### config.mk
export PLATFORM = sky130hd
export DESIGN_NAME = load_store_unit
export DESIGN_NICKNAME = d
export VERILOG_FILES = /design/src/rtl/lsu_pkg.sv /design/src/rtl/load_align.sv /design/src/rtl/load_store_unit.sv
export SDC_FILE = /design/constraint.sdc
export NUM_CORES = 1
export LEC_CHECK = 0
export CAP_MARGIN = 10
export CORE_ASPECT_RATIO = 1.2
export CORE_MARGIN = 1
export CORE_UTILIZATION = 39
export DETAILED_ROUTE_END_ITERATION = 10
export PLACE_DENSITY = 0.76
export SYNTH_ARGS = -nofsm -noshare
export SYNTH_HDL_FRONTEND = slang
export SYNTH_SLANG_ARGS = --single-unit
### constraint.sdc
create_clock -name clk -period 1.9 [get_ports clk]
set_clock_uncertainty 0.1 [all_clocks]
set_input_delay 0.475 -clock clk [delete_from_list [all_inputs] [get_ports clk]]
set_output_delay 0.475 -clock clk [all_outputs]
set_load 0.03 [all_outputs]
### src/rtl/lsu_pkg.sv
// Shared constants and types for the load/store unit: RV32 load/store
// opcodes, Funct3 access codes, FSM states and the default bus timeout.
package lsu_pkg;

  localparam logic [6:0] OP_LOAD  = 7'b0000011;
  localparam logic [6:0] OP_STORE = 7'b0100011;

  localparam logic [2:0] F3_LB  = 3'd0;
  localparam logic [2:0] F3_LH  = 3'd1;
  localparam logic [2:0] F3_LW  = 3'd2;
  localparam logic [2:0] F3_LBU = 3'd4;
  localparam logic [2:0] F3_LHU = 3'd5;
  localparam logic [2:0] F3_SB  = 3'd0;
  localparam logic [2:0] F3_SH  = 3'd1;
  localparam logic [2:0] F3_SW  = 3'd2;

  localparam int TIMEOUT_DEFAULT = 16;

  typedef enum logic [1:0] {
    ST_IDLE,
    ST_REQ,
    ST_WAIT,
    ST_DONE
  } lsu_state_e;

endpackage

### src/rtl/load_align.sv
// Combinational load extractor: selects the addressed byte/halfword of a
// bus word and sign- or zero-extends it according to Funct3.
module load_align
  import lsu_pkg::*;
(
  input  logic [31:0] i_rdata,
  input  logic [2:0]  i_funct3,
  input  logic [1:0]  i_lane,
  output logic [31:0] o_data
);

  logic [7:0]  w_byte;
  logic [15:0] w_half;

  assign w_byte = i_rdata[{i_lane, 3'b000} +: 8];
  assign w_half = i_rdata[{i_lane[1], 4'b0000} +: 16];

  always_comb begin
    // NOTE: o_data gets a default before the case so no path leaves it unassigned (no latch).
    o_data = i_rdata;
    case (i_funct3)
      F3_LB:   o_data = {{24{w_byte[7]}}, w_byte};
      F3_LBU:  o_data = {24'b0, w_byte};
      F3_LH:   o_data = {{16{w_half[15]}}, w_half};
      F3_LHU:  o_data = {16'b0, w_half};
      default: o_data = i_rdata;
    endcase
  end

endmodule

### src/rtl/load_store_unit.sv
// Load/store unit: runs one data-memory access per memory instruction over a
// req/gnt/rvalid bus, stalls the core meanwhile, flags misalignment/timeout.
module load_store_unit
  import lsu_pkg::*;
#(
  parameter int WIDTH   = 32,
  parameter int TIMEOUT = TIMEOUT_DEFAULT
) (
  input  logic             clk,
  input  logic             rst,
  input  logic             op_valid,
  input  logic [6:0]       opcode,
  input  logic [2:0]       Funct3,
  input  logic [WIDTH-1:0] Mem_addr,
  input  logic [WIDTH-1:0] store_data,
  output logic [WIDTH-1:0] load_data,
  output logic             op_done,
  output logic             stall,
  output logic             misaligned,
  output logic             bus_err,
  output logic             bus_req,
  output logic             bus_we,
  output logic [WIDTH-1:0] bus_addr,
  output logic [3:0]       bus_be,
  output logic [WIDTH-1:0] bus_wdata,
  input  logic             bus_gnt,
  input  logic             bus_rvalid,
  input  logic [WIDTH-1:0] bus_rdata
);

  localparam int CW = $clog2(TIMEOUT + 1);
  localparam logic [CW-1:0] CNT_LAST = CW'(TIMEOUT - 1);

  lsu_state_e       r_state, w_next;
  logic [CW-1:0]    r_cnt;
  logic [2:0]       r_f3;
  logic [1:0]       r_lane;
  logic             w_is_load, w_is_store, w_mem_op, w_misal, w_timeout;
  logic [3:0]       w_be;
  logic [WIDTH-1:0] w_wdata, w_load_ext;

  assign w_is_load  = op_valid && (opcode == OP_LOAD) &&
                      (Funct3 inside {F3_LB, F3_LH, F3_LW, F3_LBU, F3_LHU});
  assign w_is_store = op_valid && (opcode == OP_STORE) &&
                      (Funct3 inside {F3_SB, F3_SH, F3_SW});
  assign w_mem_op   = w_is_load || w_is_store;
  // Funct3[1:0] encodes access size for both loads and stores.
  assign w_misal    = ((Funct3[1:0] == 2'b01) && Mem_addr[0]) ||
                      ((Funct3[1:0] == 2'b10) && (Mem_addr[1:0] != 2'b00));
  assign w_timeout  = (r_cnt == CNT_LAST);

  always_comb begin
    w_be    = 4'b1111;
    w_wdata = store_data;
    if (w_is_store) begin
      case (Funct3[1:0])
        2'b00: begin
          w_be    = 4'b0001 << Mem_addr[1:0];
          w_wdata = {4{store_data[7:0]}};
        end
        2'b01: begin
          w_be    = Mem_addr[1] ? 4'b1100 : 4'b0011;
          w_wdata = {2{store_data[15:0]}};
        end
        default: ;
      endcase
    end
  end

  load_align u_load_align (
    .i_rdata  (bus_rdata),
    .i_funct3 (r_f3),
    .i_lane   (r_lane),
    .o_data   (w_load_ext)
  );

  always_comb begin
    w_next = r_state;
    case (r_state)
      ST_IDLE: if (w_mem_op) w_next = w_misal ? ST_DONE : ST_REQ;
      ST_REQ: begin
        if (bus_gnt)        w_next = bus_we ? ST_DONE : ST_WAIT;
        else if (w_timeout) w_next = ST_DONE;
      end
      ST_WAIT: if (bus_rvalid || w_timeout) w_next = ST_DONE;
      ST_DONE: w_next = ST_IDLE;
      default: w_next = ST_IDLE;
    endcase
  end

  assign stall   = ((r_state == ST_IDLE) && w_mem_op) ||
                   (r_state == ST_REQ) || (r_state == ST_WAIT);
  assign op_done = (r_state == ST_DONE);

  // NOTE: all state below uses non-blocking assignments so every register samples pre-edge values.
  always_ff @(posedge clk) begin
    if (!rst) begin
      r_state    <= ST_IDLE;
      r_cnt      <= '0;
      r_f3       <= '0;
      r_lane     <= '0;
      load_data  <= '0;
      misaligned <= 1'b0;
      bus_err    <= 1'b0;
      bus_req    <= 1'b0;
      bus_we     <= 1'b0;
      bus_addr   <= '0;
      bus_be     <= '0;
      bus_wdata  <= '0;
    end else begin
      r_state <= w_next;
      case (r_state)
        ST_IDLE: if (w_mem_op) begin
          r_f3   <= Funct3;
          r_lane <= Mem_addr[1:0];
          r_cnt  <= '0;
          if (w_misal) begin
            misaligned <= 1'b1;
          end else begin
            bus_req   <= 1'b1;
            bus_we    <= w_is_store;
            bus_addr  <= {Mem_addr[WIDTH-1:2], 2'b00};
            bus_be    <= w_be;
            bus_wdata <= w_wdata;
          end
        end
        ST_REQ: begin
          r_cnt <= r_cnt + CW'(1);
          if (bus_gnt) begin
            bus_req <= 1'b0;
          end else if (w_timeout) begin
            bus_req <= 1'b0;
            bus_err <= 1'b1;
          end
        end
        ST_WAIT: begin
          r_cnt <= r_cnt + CW'(1);
          if (bus_rvalid)     load_data <= w_load_ext;
          else if (w_timeout) bus_err   <= 1'b1;
        end
        ST_DONE: begin
          misaligned <= 1'b0;
          bus_err    <= 1'b0;
        end
        default: ;
      endcase
    end
  end

endmodule

==> run summary <==
The clock tree synthesis step divided the H-tree into 4 levels. STA classifies the critical path startpoint as an input port. Leaving out fill and tap cells, the most frequent cell in the layout is sky130_fd_sc_hd__nand2_1. The path class of the tightest hold or removal check is register to register. The cell count along the critical path works out to 6. Cell seen most often among critical-path stages: sky130_fd_sc_hd__nand3_4.

Buffers inserted to repair hold after CTS numbered 0. TritonCTS built the clock tree. In the synthesized netlist the dominant register cell turns out to be sky130_fd_sc_hd__dfxtp_1. The switching power as a share of total power is 0.3024, and the buffers plus inverters on the worst setup path is 2. Fill cells in the final layout number 1035. The tree is rooted in a sky130_fd_sc_hd__clkbuf_16. The floorplan step defined a core boundary enclosing 0.01284 mm2.

Setup violations remaining at the end of the flow were counted as 26. The effective utilization at floorplan came out at 0.4049. After detailed routing, the number of vias per cell comes to 5.379. The internal power of the cells totals 5.279 mW.

The violation count after the first detailed-routing iteration was 345; the count of antenna-violating nets left after detailed routing was 0. The synthesized design contains 114 register bits. The horizontal extent of the die is 107.4 um. The logs give 0 for the hold violation total from the final report and 0.4391 for the portion of the post-synthesis area used by sequential elements.

IR analysis of the VDD net gives a maximum drop of 0.0005023 V. For the global routing usage summed across all routing layers, the log shows 0.2532. Total power for the finished layout comes to 7.567 mW.

The total die area came out at 0.01379 mm2. The proportion of layout cells with a drive suffix above 1 was 0.1967. For the finished layout, the period the worst path requires is 2.020 ns. Counting the buffers created by CTS gives 17. Entering global routing, the biggest net connects 43 pins.

The startpoint-to-endpoint class of the critical path is input port to primary output. Wire length after detailed routing: 18350 um. Broken down by cell family, the worst path's largest delay share belongs to simple AND/OR/NAND/NOR gates. At the end of routability-driven placement, the weighted congestion stood at 0.8753. In this run the worst path has a maximum fanout of 2. Part of the power in the clock network: 0.428. Tracing the worst setup path back leads to its startpoint at opcode[4]. The signal on the critical path passes through buf_8 > nor4_4 > and4_4 > nand3_4 > nand3_4 > buf_6. In this run the power density over the cells is 868.8 mW/mm2. First-pass GRT wire length: 27400 um. The post-route fraction of the period consumed by the critical path came out at 1.063. For this design the total switching power over the nets is 2.288 mW. For this design the top-level I/O count stands at 217.

The critical path endpoint category was a primary output. On the critical path, the stage with the largest delay is an instance of sky130_fd_sc_hd__and4_4. Clock latency on the worst-skew pair, taken at its later pin, is 0.41 ns. The HPWL after detailed placement was 12590 um. The floorplan has 45 rows. The number of cells on the worst reg-to-reg path is 8.

Based on the critical path, the design can be clocked at up to 0.4951 GHz. The clock-pin slew of the registers on the worst-case setup and hold paths was 0.06 ns; the initial antenna violation count was 1. For the via count of the first global-routing pass, the log shows 5779. The checks that failed: setup timing. Each instance of the synthesized netlist takes up on average 8.329 um2.

The startpoint of the worst hold path was bus_addr[8]$_SDFFE_PN0P_. For the number of pins with negative max-slew slack in the final report, the log shows 0. The footprint of the multi-input gates was 0.002771 mm2. Setup repair after global routing could not meet its margin everywhere.

The count of input and output buffers came out at 214. The run gives 0.343 as the sequential cell fraction of total power. The net count reported at finish came out at 1005.

After synthesis the cells add up to 0.005197 mm2. The warning count from the yosys run was 0; the synthesized netlist cell count was 624. The capture instance of the worst register-to-register path was r_cnt[2]$_SDFFE_PN0P_. The floorplan step set the die height to 128.5 um.

The first detailed-routing pass ran for 6 iterations. The run finished, with violations left. Counting flops with a built-in enable in the synthesized netlist gives 0. In the final routed layout, each cell accounts on average for 17.23 um. At the worst endpoint, the arrival time is 1.44 ns.

The area growth from synthesis to layout is 67.57%. For the total global routing overflow, the log shows 0. The post-synthesis async set-or-reset flop share was 0; the maximum buffer depth of the clock tree was 2. The least setup slack across all paths after layout was -0.1198 ns. The run gives 51 as the count of distinct cell types in the synthesized netlist.

The startpoint of the worst register-to-register path was r_state[1]$_SDFFE_PN0P_. The run gives 0.6785 as the share of the core filled with cells. In the layout the commonest cells are sky130_fd_sc_hd__nand2_1, sky130_fd_sc_hd__dfxtp_1, sky130_fd_sc_hd__dlygate4sd2_1. The required time at the endpoint of the critical path was 1.32 ns. Prior to clock tree synthesis, the placed netlist has a worst setup slack of -0.6405 ns. The largest single stage delay on the critical path is 0.29 ns. The detailed router placed 5729 vias in this run. Across the whole layout, storage elements account for 0.002290 mm2.

The critical path capture point is stall. Setup slack on the worst flop-to-flop path: 0.01 ns. After routing, the total negative slack on setup checks comes to -0.7204 ns. For this run, design rule violations remaining after detail routing come to 0. The tools report the logic gate share of total power as 0.229. The tree built by TritonCTS fans out to 114 sinks. Across the run, the number of max-cap violations was 0. Summed over all cells, the static leakage comes to 3.727 nW.
logic make-up (layout without fill, tap and decap cells):
logic type	count (synthesis)	count (layout)	share of synthesized area
muxes	49	49	0.09990
and+or+nand+nor	202	202	0.1765
other	1	3	0.0007215
xor gates and xnor gates	1	1	0.001685
AOI/OAI and AO/OA	186	186	0.2090
buffers and inverters	64	339	0.05633
DFF	114	114	0.4391
adders and majority gates	7	7	0.01685
routing by layer:
metal | share of wire | track usage
met5 | 0 | 0
met4 | 0.022 | 0.09831
met3 | 0.086 | 0.08663
met2 | 0.52 | 0.4725
met1 | 0.37 | 0.2577
power by group through the flow:
stage | Sequential [mW] | Combinational, mW | Clock [mW]
2_1_floorplan | 2.83 | 0.621 | 0
3_3_place_gp | 2.63 | 1.63 | 0
3_5_place_dp | 2.63 | 1.68 | 0
4_1_cts | 2.58 | 1.66 | 3.25
5_1_grt | 2.61 | 1.84 | 3.39
6_report | 2.60 | 1.73 | 3.24
synthesized netlist by cell type, drive strengths merged, types with 4 or more instances:
master	n	area, um2
nor2b	4	25.02
mux2	13	146.4
o221ai	4	35.03
buf	23	138.9
nand4	4	25.02
nor2	20	75.07
a211oi	6	50.05
dfxtp	114	2282
o21ai	38	201.5
nand3b	8	60.06
o22ai	20	125.1
nand3	9	57.56
nor3	7	46.30
a31oi	4	25.02
nand2	130	490.5
mux2i	35	350.3
clkbuf	27	101.4
inv	14	52.55
nand2b	6	37.54
ha	7	87.58
a21oi	92	464.2
o211ai	10	75.07
cell type report:
class,instances,share of cell area
Timing Repair Buffer,293,0.3198
Antenna cell,1,0.0002873
Inverter,14,0.006608
Multi-Input combinational cell,447,0.3182
Sequential cell,114,0.2629
Clock buffer,17,0.04884
Tap cell,164,0.02356
Clock inverter,15,0.01982
worst register-to-register path: cells and delay by family (launching register included):
kind,cells,cell delay (ns)
DFF,1,0.36
adders and majority gates,1,0.14
and+or+nand+nor,2,0.52
buffers and inverters,4,0.49
AOI/OAI and AO/OA,1,0.20
state kept, by name (all words and copies together), names as in the netlist:
register and cells:
bus_addr 30, bus_be 4, bus_err 1, bus_req 1, bus_wdata 32, bus_we 1
load_data 32, misaligned 1, r_cnt 5, r_f3 3, r_lane 2, r_state 2
stage by stage:
stage | cells | hold slack (ns) | instance area, um2
floorplan | 625 | 0.3634 | 5238
global placement | 1014 | 0.3366 | 7865
detailed placement | 1014 | 0.3448 | 7865
CTS | 1049 | 0.3509 | 8374
global route | 1065 | 0.3668 | 8710
finish | 1065 | 0.3481 | 8710
worst min path at each step:
stage,end,depth (start not counted)
after floorplan,r_cnt[1]$_SDFFE_PN0P_,2
after global placement,bus_addr[12]$_SDFFE_PN0P_,2
after detailed placement,bus_addr[8]$_SDFFE_PN0P_,2
after CTS,bus_addr[8]$_SDFFE_PN0P_,2
after global routing,bus_addr[25]$_SDFFE_PN0P_,2
final,bus_addr[8]$_SDFFE_PN0P_,2
timing repair:
item	4_1_cts	5_1_grt
cloned	0	8
pin swaps	6	6
setup endpoints to repair	180	48
buffers inserted	3	7
resized for setup	139	52
Note: power is estimated with default switching activity, not from simulation.
